--- src/rtl/button_conditioner.sv ---
// Two-channel push-button front end: synchronise, debounce, and turn presses into
// single-cycle incr/decr pulses with optional auto-repeat while held.
module button_conditioner #(
    parameter int unsigned DEBOUNCE_CYCLES = 50000,
    parameter int unsigned REPEAT_EN       = 1,
    parameter int unsigned REPEAT_DELAY    = 25000000,
    parameter int unsigned REPEAT_PERIOD   = 5000000
) (
    input  logic clk_i,
    input  logic rst_ni,
    input  logic incr_btn_i,
    input  logic decr_btn_i,
    output logic incr_o,
    output logic decr_o,
    output logic incr_lvl_o,
    output logic decr_lvl_o
);

    localparam int unsigned DcW   = $clog2(DEBOUNCE_CYCLES);
    localparam int unsigned RcMax = (REPEAT_DELAY > REPEAT_PERIOD) ? REPEAT_DELAY : REPEAT_PERIOD;
    localparam int unsigned RcW   = $clog2(RcMax);

    localparam logic [DcW-1:0] DcLast     = DcW'(DEBOUNCE_CYCLES - 1);
    localparam logic [RcW-1:0] DelayLast  = RcW'(REPEAT_DELAY - 1);
    localparam logic [RcW-1:0] PeriodLast = RcW'(REPEAT_PERIOD - 1);

    typedef enum logic [1:0] {StIdle, StHold, StRepeat} state_e;

    logic [1:0] btn;
    logic [1:0] lvl;
    logic [1:0] raise;
    logic [1:0] pulse_q;

    // Bit 0 is the increase channel, bit 1 the decrease channel.
    assign btn = {decr_btn_i, incr_btn_i};

    for (genvar ch = 0; ch < 2; ch++) begin : g_chan
        logic           s1_q;
        logic           s2_q;
        logic           d_q;
        logic [DcW-1:0] dc_q;
        logic [RcW-1:0] rc_q;
        logic [RcW-1:0] rc_d;
        state_e         state_q;
        state_e         state_d;
        logic           raise_c;

        always_ff @(posedge clk_i or negedge rst_ni) begin
            if (!rst_ni) begin
                s1_q    <= 1'b0;
                s2_q    <= 1'b0;
                d_q     <= 1'b0;
                dc_q    <= '0;
                rc_q    <= '0;
                state_q <= StIdle;
            end else begin
                s1_q    <= btn[ch];
                s2_q    <= s1_q;
                rc_q    <= rc_d;
                state_q <= state_d;
                if (s2_q == d_q) begin
                    dc_q <= '0;
                end else if (dc_q == DcLast) begin
                    d_q  <= s2_q;
                    dc_q <= '0;
                end else begin
                    dc_q <= dc_q + 1'b1;
                end
            end
        end

        always_comb begin
            state_d = state_q;
            rc_d    = rc_q;
            raise_c = 1'b0;
            unique case (state_q)
                StIdle: begin
                    if (d_q) begin
                        state_d = StHold;
                        rc_d    = '0;
                        raise_c = 1'b1;
                    end
                end
                StHold: begin
                    if (!d_q) begin
                        state_d = StIdle;
                    end else if ((REPEAT_EN != 0) && (rc_q == DelayLast)) begin
                        state_d = StRepeat;
                        rc_d    = '0;
                        raise_c = 1'b1;
                    end else begin
                        rc_d = rc_q + 1'b1;
                    end
                end
                StRepeat: begin
                    if (!d_q) begin
                        state_d = StIdle;
                    end else if (rc_q == PeriodLast) begin
                        rc_d    = '0;
                        raise_c = 1'b1;
                    end else begin
                        rc_d = rc_q + 1'b1;
                    end
                end
                default: state_d = StIdle;
            endcase
        end

        assign lvl[ch]   = d_q;
        assign raise[ch] = raise_c;
    end

    // Pulses raised while both buttons are accepted as held are dropped, not deferred.
    always_ff @(posedge clk_i or negedge rst_ni) begin
        if (!rst_ni) begin
            pulse_q <= '0;
        end else begin
            pulse_q <= raise & {2{~(lvl[0] & lvl[1])}};
        end
    end

    assign incr_o     = pulse_q[0];
    assign decr_o     = pulse_q[1];
    assign incr_lvl_o = lvl[0];
    assign decr_lvl_o = lvl[1];

endmodule

--- config.mk ---
export PLATFORM = sky130hd
export DESIGN_NAME = button_conditioner
export DESIGN_NICKNAME = d
export VERILOG_FILES = /design/src/rtl/button_conditioner.sv
export SDC_FILE = /design/constraint.sdc
export NUM_CORES = 1
export LEC_CHECK = 0
export CORE_ASPECT_RATIO = 0.5
export CORE_MARGIN = 1
export CORE_UTILIZATION = 60
export CTS_BUF_LIST = sky130_fd_sc_hd__clkbuf_8
export CTS_CLUSTER_SIZE = 16
export DETAILED_ROUTE_END_ITERATION = 8
export HOLD_SLACK_MARGIN = 0.15
export PLACE_DENSITY = 0.77
export RECOVER_POWER = 100
export SLEW_MARGIN = 20
export SYNTH_ARGS = -nofsm -noshare
export SYNTH_HDL_FRONTEND = slang
export SYNTH_SLANG_ARGS = --single-unit
export TNS_END_PERCENT = 50
--- constraint.sdc ---
create_clock -name clk_i -period 5.63 [get_ports clk_i]
set_input_delay 1.126 -clock clk_i [delete_from_list [all_inputs] [get_ports clk_i]]
set_output_delay 1.126 -clock clk_i [all_outputs]
set_load 0.05 [all_outputs]
==> impl_metrics.yaml, run 1 <==
run_status:
  violations: "capacitance limit, slew limit"
  outcome: "finished with violations"
clocking:
  cts.htree.levels: 3
  post_cts_buffers: 0
  cts_tree: "built"
  clk_latency_ns: 0.36
  hold_buffers: 0
  clockBufferDepth: 2
  cts_buffers: 9
  clkTransAtPathRegs_ns: 0.08
  cts.sinks: 94
  cts_resized: 0
  cts_root_buf: "clkbuf_8"
critical_path:
  critPathSlowestCell: "clkbuf_2"
  worstPathRequired_ns: 5.80
  worstReg2RegStart: "g_chan[0].rc_q[17]"
  crit_family: "buffers and inverters"
  cpPeakStageDelay_ns: 1.38
  end_kind: "asynchronous set/reset pin"
  critPathArrivalTime_ns: 3.64
  worstSetupStartpointType: "input port"
  r2r_cells: 6
  critPathKind: "in -> async"
  crit_path_cell_trace: "clkbuf_1 -> clkbuf_2"
  ff2ff_setup_slack_ns: 2.32
  crit_buf_inv: 2
  r2r_end: "g_chan[0].rc_q[19]"
  critPathMaxFanout: 68
timing:
  hold-worst-slack_ns: 0.361
  period_share_pct: 61.5
  setup-violations-final: 0
  finalSetupTns_ns: 0
  min_period_ns: 3.46
  rsz0062_at_grt: "no"
  fin_worst_skew_ns: 0.00744
  hold_violations: 0
  fmax_mhz: 289
  maxSlewViolCount: 97
  slew_headroom_pct: -9.35
  tightest_slew_ns: 1.64
  fin_ws_ns: 2.17
logic_synthesis:
  yosys.area.top_type_share_pct: 48.6
  synthesis.area_um2: 4840
  synthArstFlopShare_pct: 100
  synth_most_common_cell: "dfrtp_1"
  ys_seq_elements: 94
  ys_warn_count: 0
  syn_inst: 516
  yosysUniqueCellTypes: 48
  avgSynthCellArea_um2: 9.39
  synth_nets: 532
  synth_top_cells_by_count: "dfrtp_1, nor2_1, nand2_1"
  synth-edff-count: 0
  synthTopCellsByArea: "dfrtp_1, xor2_1, nor2_1"
  synthFlopType: "dfrtp_1"
  yosysSeqAreaShare_pct: 48.6
  yosys.area.top_type: "dfrtp_1"
placement:
  routabilityCongestion: 0.883
  dp_cells: 622
  dp_hpwl_mm: 6.30
  port_buffers: 7
  dp_slack_ns: 2.86
power_and_ir_drop:
  switchingPower_mw: 0.256
  power_frac_seq_pct: 55.4
  vdd_drop_max_uv: 144
  p_leak_nw: 2.33
  power_density_nw_per_um2: 237
  internal-power_mw: 0.977
  combPwrFrac_pct: 1.9
  p_clk_share_pct: 42.7
  swShare_pct: 20.8
floorplan:
  start_util_pct: 64.0
  die_y_um: 65.5
  rows: 22
  die_area_um2: 8460
  pin_count: 8
  core-area_um2: 7570
  die_w_um: 129
grt:
  antenna_found_initial: 0
  grt-ovfl-total: 0
  grt_pass1_vias: 3523
  grt_max_degree: 69
  grt.total_usage_pct: 24.6
  grt_pass1_wl_mm: 16.2
routing:
  wl_per_cell_um: 14.5
  drcViolationCount: 0
  vias: 3668
  postRouteAntennaNets: 0
  drtIter0Drc: 271
  routed_via_density: 5.75
  drt-total-wl_mm: 9.25
  dr.pass1.iters: 5
min_path:
  hp-class: "reg -> reg"
  min-delay-start: "g_chan[1].s1_q"
  hold-path-endpoint: "g_chan[1].s2_q"
  hold_path_depth: 0
cells_and_area:
  multi_input_area_um2: 2330
  areaGrowthSynthToFinish_pct: 7.39
  post_layout_nonfiller_instances: 638
  seq_area_um2: 2350
  final_nets: 541
  drive_gt1_share_pct: 4.72
  num-fill-cells: 612
  insertedDiodeCount: 0
job:
  maxCapViolCount: 2
-- cell usage in the layout (no fill, tap or decap), drive strengths merged, types with 12 or more instances in the layout --
| master | count |
|---|---|
| a21oi | 15 |
| nor2 | 86 |
| xor2 | 43 |
| and3 | 17 |
| dfrtp | 94 |
| nand2 | 53 |
| nand3 | 38 |
| inv | 20 |
| nand4 | 22 |
| xnor2 | 15 |
| ha | 12 |
-- logic make-up (layout without fill, tap and decap cells) --
kind of cell,Yosys count,after routing,synth area share (%)
simple gates,265,265,27.4
flops,94,94,48.6
xor+xnor,58,58,10.5
compound gates,54,54,7.23
buf+inv,30,44,2.58
fa+ha+maj,12,12,3.10
mux,3,3,0.671
-- worst max path at each step --
stage,cells past startpoint,endpoint,startpoint
floorplan,6,g_chan[0].rc_q[12],g_chan[0].rc_q[17]
global placement,7,g_chan[1].rc_q[6],g_chan[1].rc_q[0]
detailed placement,7,g_chan[1].rc_q[14],g_chan[1].rc_q[0]
CTS,1,decr_lvl_o,decr_lvl_o
global route,2,g_chan[0].rc_q[8],rst_ni
finish,2,g_chan[0].rc_q[6],rst_ni
-- area by class of cell --
| type | instances | share of cell area [%] |
|---|---|---|
| flip-flops and latches | 94 | 45.2 |
| multi-input cells | 392 | 44.8 |
| inverters | 19 | 1.37 |
| clock inverters | 7 | 2.19 |
| well taps | 108 | 2.60 |
| repair buffers | 9 | 1.47 |
| clock buffers | 9 | 2.38 |
-- per-layer routing --
metal / global-route usage [%] / share of wire, %
met1: 34.6 / 52
met2: 39.0 / 44
met3: 4.97 / 3.8
met4: 7.21 / 0.85
met5: 0 / 0
-- stage by stage --
step,instance area (um^2),total power [mW],util [%]
after floorplan,4840,0.704,-
after global placement,5010,0.722,66.2
after detailed placement,5010,0.723,66.2
after CTS,5250,1.25,69.3
after global routing,5200,1.28,68.7
final,5200,1.23,68.7
-- state kept, by name (all words and copies together), names as in the netlist --
signal,cells
g_chan.s1_q,2
g_chan.rc_q,50
pulse_q,2
g_chan.s2_q,2
g_chan.dc_q,32
g_chan.state_q,4
incr_lvl_o,1
decr_lvl_o,1
-- power groups by stage --
stage	Sequential, mW	Combinational [mW]	Clock, mW
6_report	0.683	0.0240	0.526
4_1_cts	0.683	0.0264	0.536
5_1_grt	0.684	0.0286	0.563
2_1_floorplan	0.696	0.00853	0
3_3_place_gp	0.696	0.0258	0
3_5_place_dp	0.697	0.0263	0
Note: power is estimated with default switching activity, not from simulation.
==> inputs of run 2 (changes only) <==
clock period = 3.3 ns   (was 5.63 ns; I/O delays follow)
==> run 2 against run 1 <==
The run now ends clean. Die area is the same. Combinational power increased by 73%. Clock skew grew 0.0023 ns. Largest cell class unchanged. Register-to-register slack got worse by 1.9 ns. Highest routed layer unchanged. Total power up 57%. Largest power group unchanged. Utilization fell by 0.48 points. Final cell count rose by 0.16%.
==> impl_metrics.yaml, run 2 (synthesis gave the netlist of run 1 again) <==
timing:
  slew_headroom_pct: 12.3
  maxSlewViolCount: 0
  rsz0062_at_grt: "no"
  min_period_ns: 2.86
  finalSetupTns_ns: 0
  fmax_mhz: 349
  hold_violations: 0
  tightest_slew_ns: 1.32
  setup-violations-final: 0
  fin_worst_skew_ns: 0.00978
  period_share_pct: 86.8
grt:
  grt_max_degree: 53
  grt-ovfl-total: 0
  grt_pass1_wl_mm: 16.2
  grt.total_usage_pct: 25.0
  grt_pass1_vias: 3423
  antenna_found_initial: 0
power_and_ir_drop:
  power_density_nw_per_um2: 375
  internal-power_mw: 1.50
  vdd_drop_max_uv: 180
  p_clk_share_pct: 37.7
  power_frac_seq_pct: 60.1
  switchingPower_mw: 0.440
  p_leak_nw: 2.31
  combPwrFrac_pct: 2.1
  swShare_pct: 22.7
job:
  maxCapViolCount: 0
critical_path:
  critPathMaxFanout: 16
  worstPathRequired_ns: 3.57
  crit_path_cell_trace: "or4b_1 -> nor4_1 -> nand4_2 -> a31o_1 -> and2_0 -> a22o_1"
  cpPeakStageDelay_ns: 0.56
  end_kind: "register"
  critPathKind: "reg -> reg"
  critPathArrivalTime_ns: 3.13
  critPathSlowestCell: "nor4_1"
  worstSetupStartpointType: "register"
  crit_buf_inv: 0
  ff2ff_setup_slack_ns: 0.44
  crit_family: "simple AND/OR/NAND/NOR gates"
cells_and_area:
  regMostFlops: "g_chan.rc_q"
  areaGrowthSynthToFinish_pct: 6.64
  largest_reg_flops: 50
  final_common_cell: "dfrtp_1"
  largestRegisters: "g_chan.rc_q x50, g_chan.dc_q x32, g_chan.state_q x4"
  num-fill-cells: 616
  final_cell_mix: "dfrtp_1, nor2_1, nand2_1"
  drive_gt1_share_pct: 4.71
  final_area_um2: 5170
  final_nets: 542
  insertedDiodeCount: 0
clocking:
  clkTransAtPathRegs_ns: 0.09
  post_cts_buffers: 0
  clockBufferDepth: 2
  hold_buffers: 0
  cts.htree.levels: 3
  cts.sinks: 94
  clk_latency_ns: 0.37
  cts_tree: "built"
  cts_root_buf: "clkbuf_8"
  cts_resized: 0
  cts_buffers: 9
placement:
  dp_hpwl_mm: 6.58
  routabilityCongestion: 0.851
  port_buffers: 7
  post_dp_cell_area_um2: 5020
routing:
  drtIter0Drc: 176
  wl_per_cell_um: 14.7
  routed_via_density: 5.78
  drt-total-wl_mm: 9.40
  postRouteAntennaNets: 0
  drcViolationCount: 0
  vias: 3695
  dr.pass1.iters: 4
floorplan:
  pin_count: 8
  start_util_pct: 64.0
  die_area_um2: 8460
  die_y_um: 65.5
  die_w_um: 129
  core-area_um2: 7570
  rows: 22
min_path:
  hp-class: "reg -> reg"
run_status:
  outcome: "completed"
-- run 2: stage by stage --
step / power, mW / cells / hold slack, ns / worst slack [ns] / utilization [%]
floorplan: 1.20 / 516 / 0.331 / 1.14 / -
global placement: 1.23 / 623 / 0.333 / 0.696 / 66.3
detailed placement: 1.23 / 623 / 0.340 / 0.546 / 66.3
CTS: 1.96 / 639 / 0.308 / 0.529 / 68.7
global route: 2.02 / 639 / 0.374 / 0.283 / 68.2
finish: 1.94 / 639 / 0.357 / 0.437 / 68.2
-- run 2: power groups by stage --
stage	Sequential [mW]	Combinational (mW)	Clock, mW
after detailed placement	1.19	0.0457	0
after floorplan	1.19	0.0145	0
final	1.17	0.0416	0.731
after global placement	1.19	0.0450	0
after global routing	1.17	0.0508	0.804
after CTS	1.17	0.0462	0.749
-- run 2: routing by layer --
metal	global-route usage [%]	vias to the layer above	wire, um
met5	0	-	0
met4	7.21	0	153
met3	7.65	18	393
met2	39.5	71	4210
met1	33.4	1792	4640
li1	-	1814	-
-- run 2: cell type report --
cell class | instances | area, um^2 | area share, %
Sequential cell | 94 | 2350 | 45.5
Multi-Input combinational cell | 392 | 2340 | 45.3
Inverter | 19 | 71.3 | 1.38
Timing Repair Buffer | 10 | 80.1 | 1.55
Tap cell | 108 | 135 | 2.62
Clock buffer | 12 | 165 | 3.20
Clock inverter | 4 | 22.5 | 0.436
-- run 2: worst paths after layout --
check	start	endpoint	depth (start not counted)
worst max-delay path	g_chan[0].rc_q[17]	g_chan[0].rc_q[4]	6
worst min-delay path	g_chan[1].s1_q	g_chan[1].s2_q	0
max in group asynchronous	rst_ni	g_chan[0].rc_q[5]	2
worst min register to register	g_chan[1].s1_q	g_chan[1].s2_q	0
worst max register to register	g_chan[0].rc_q[17]	g_chan[0].rc_q[4]	6
min in group asynchronous	rst_ni	g_chan[1].rc_q[16]	1
==> inputs of run 3 (changes only) <==
CORE_MARGIN = not set   (was 1)
==> results of run 3 <==
Same layout as run 2: the final DEF is identical, and so are final timing and power.
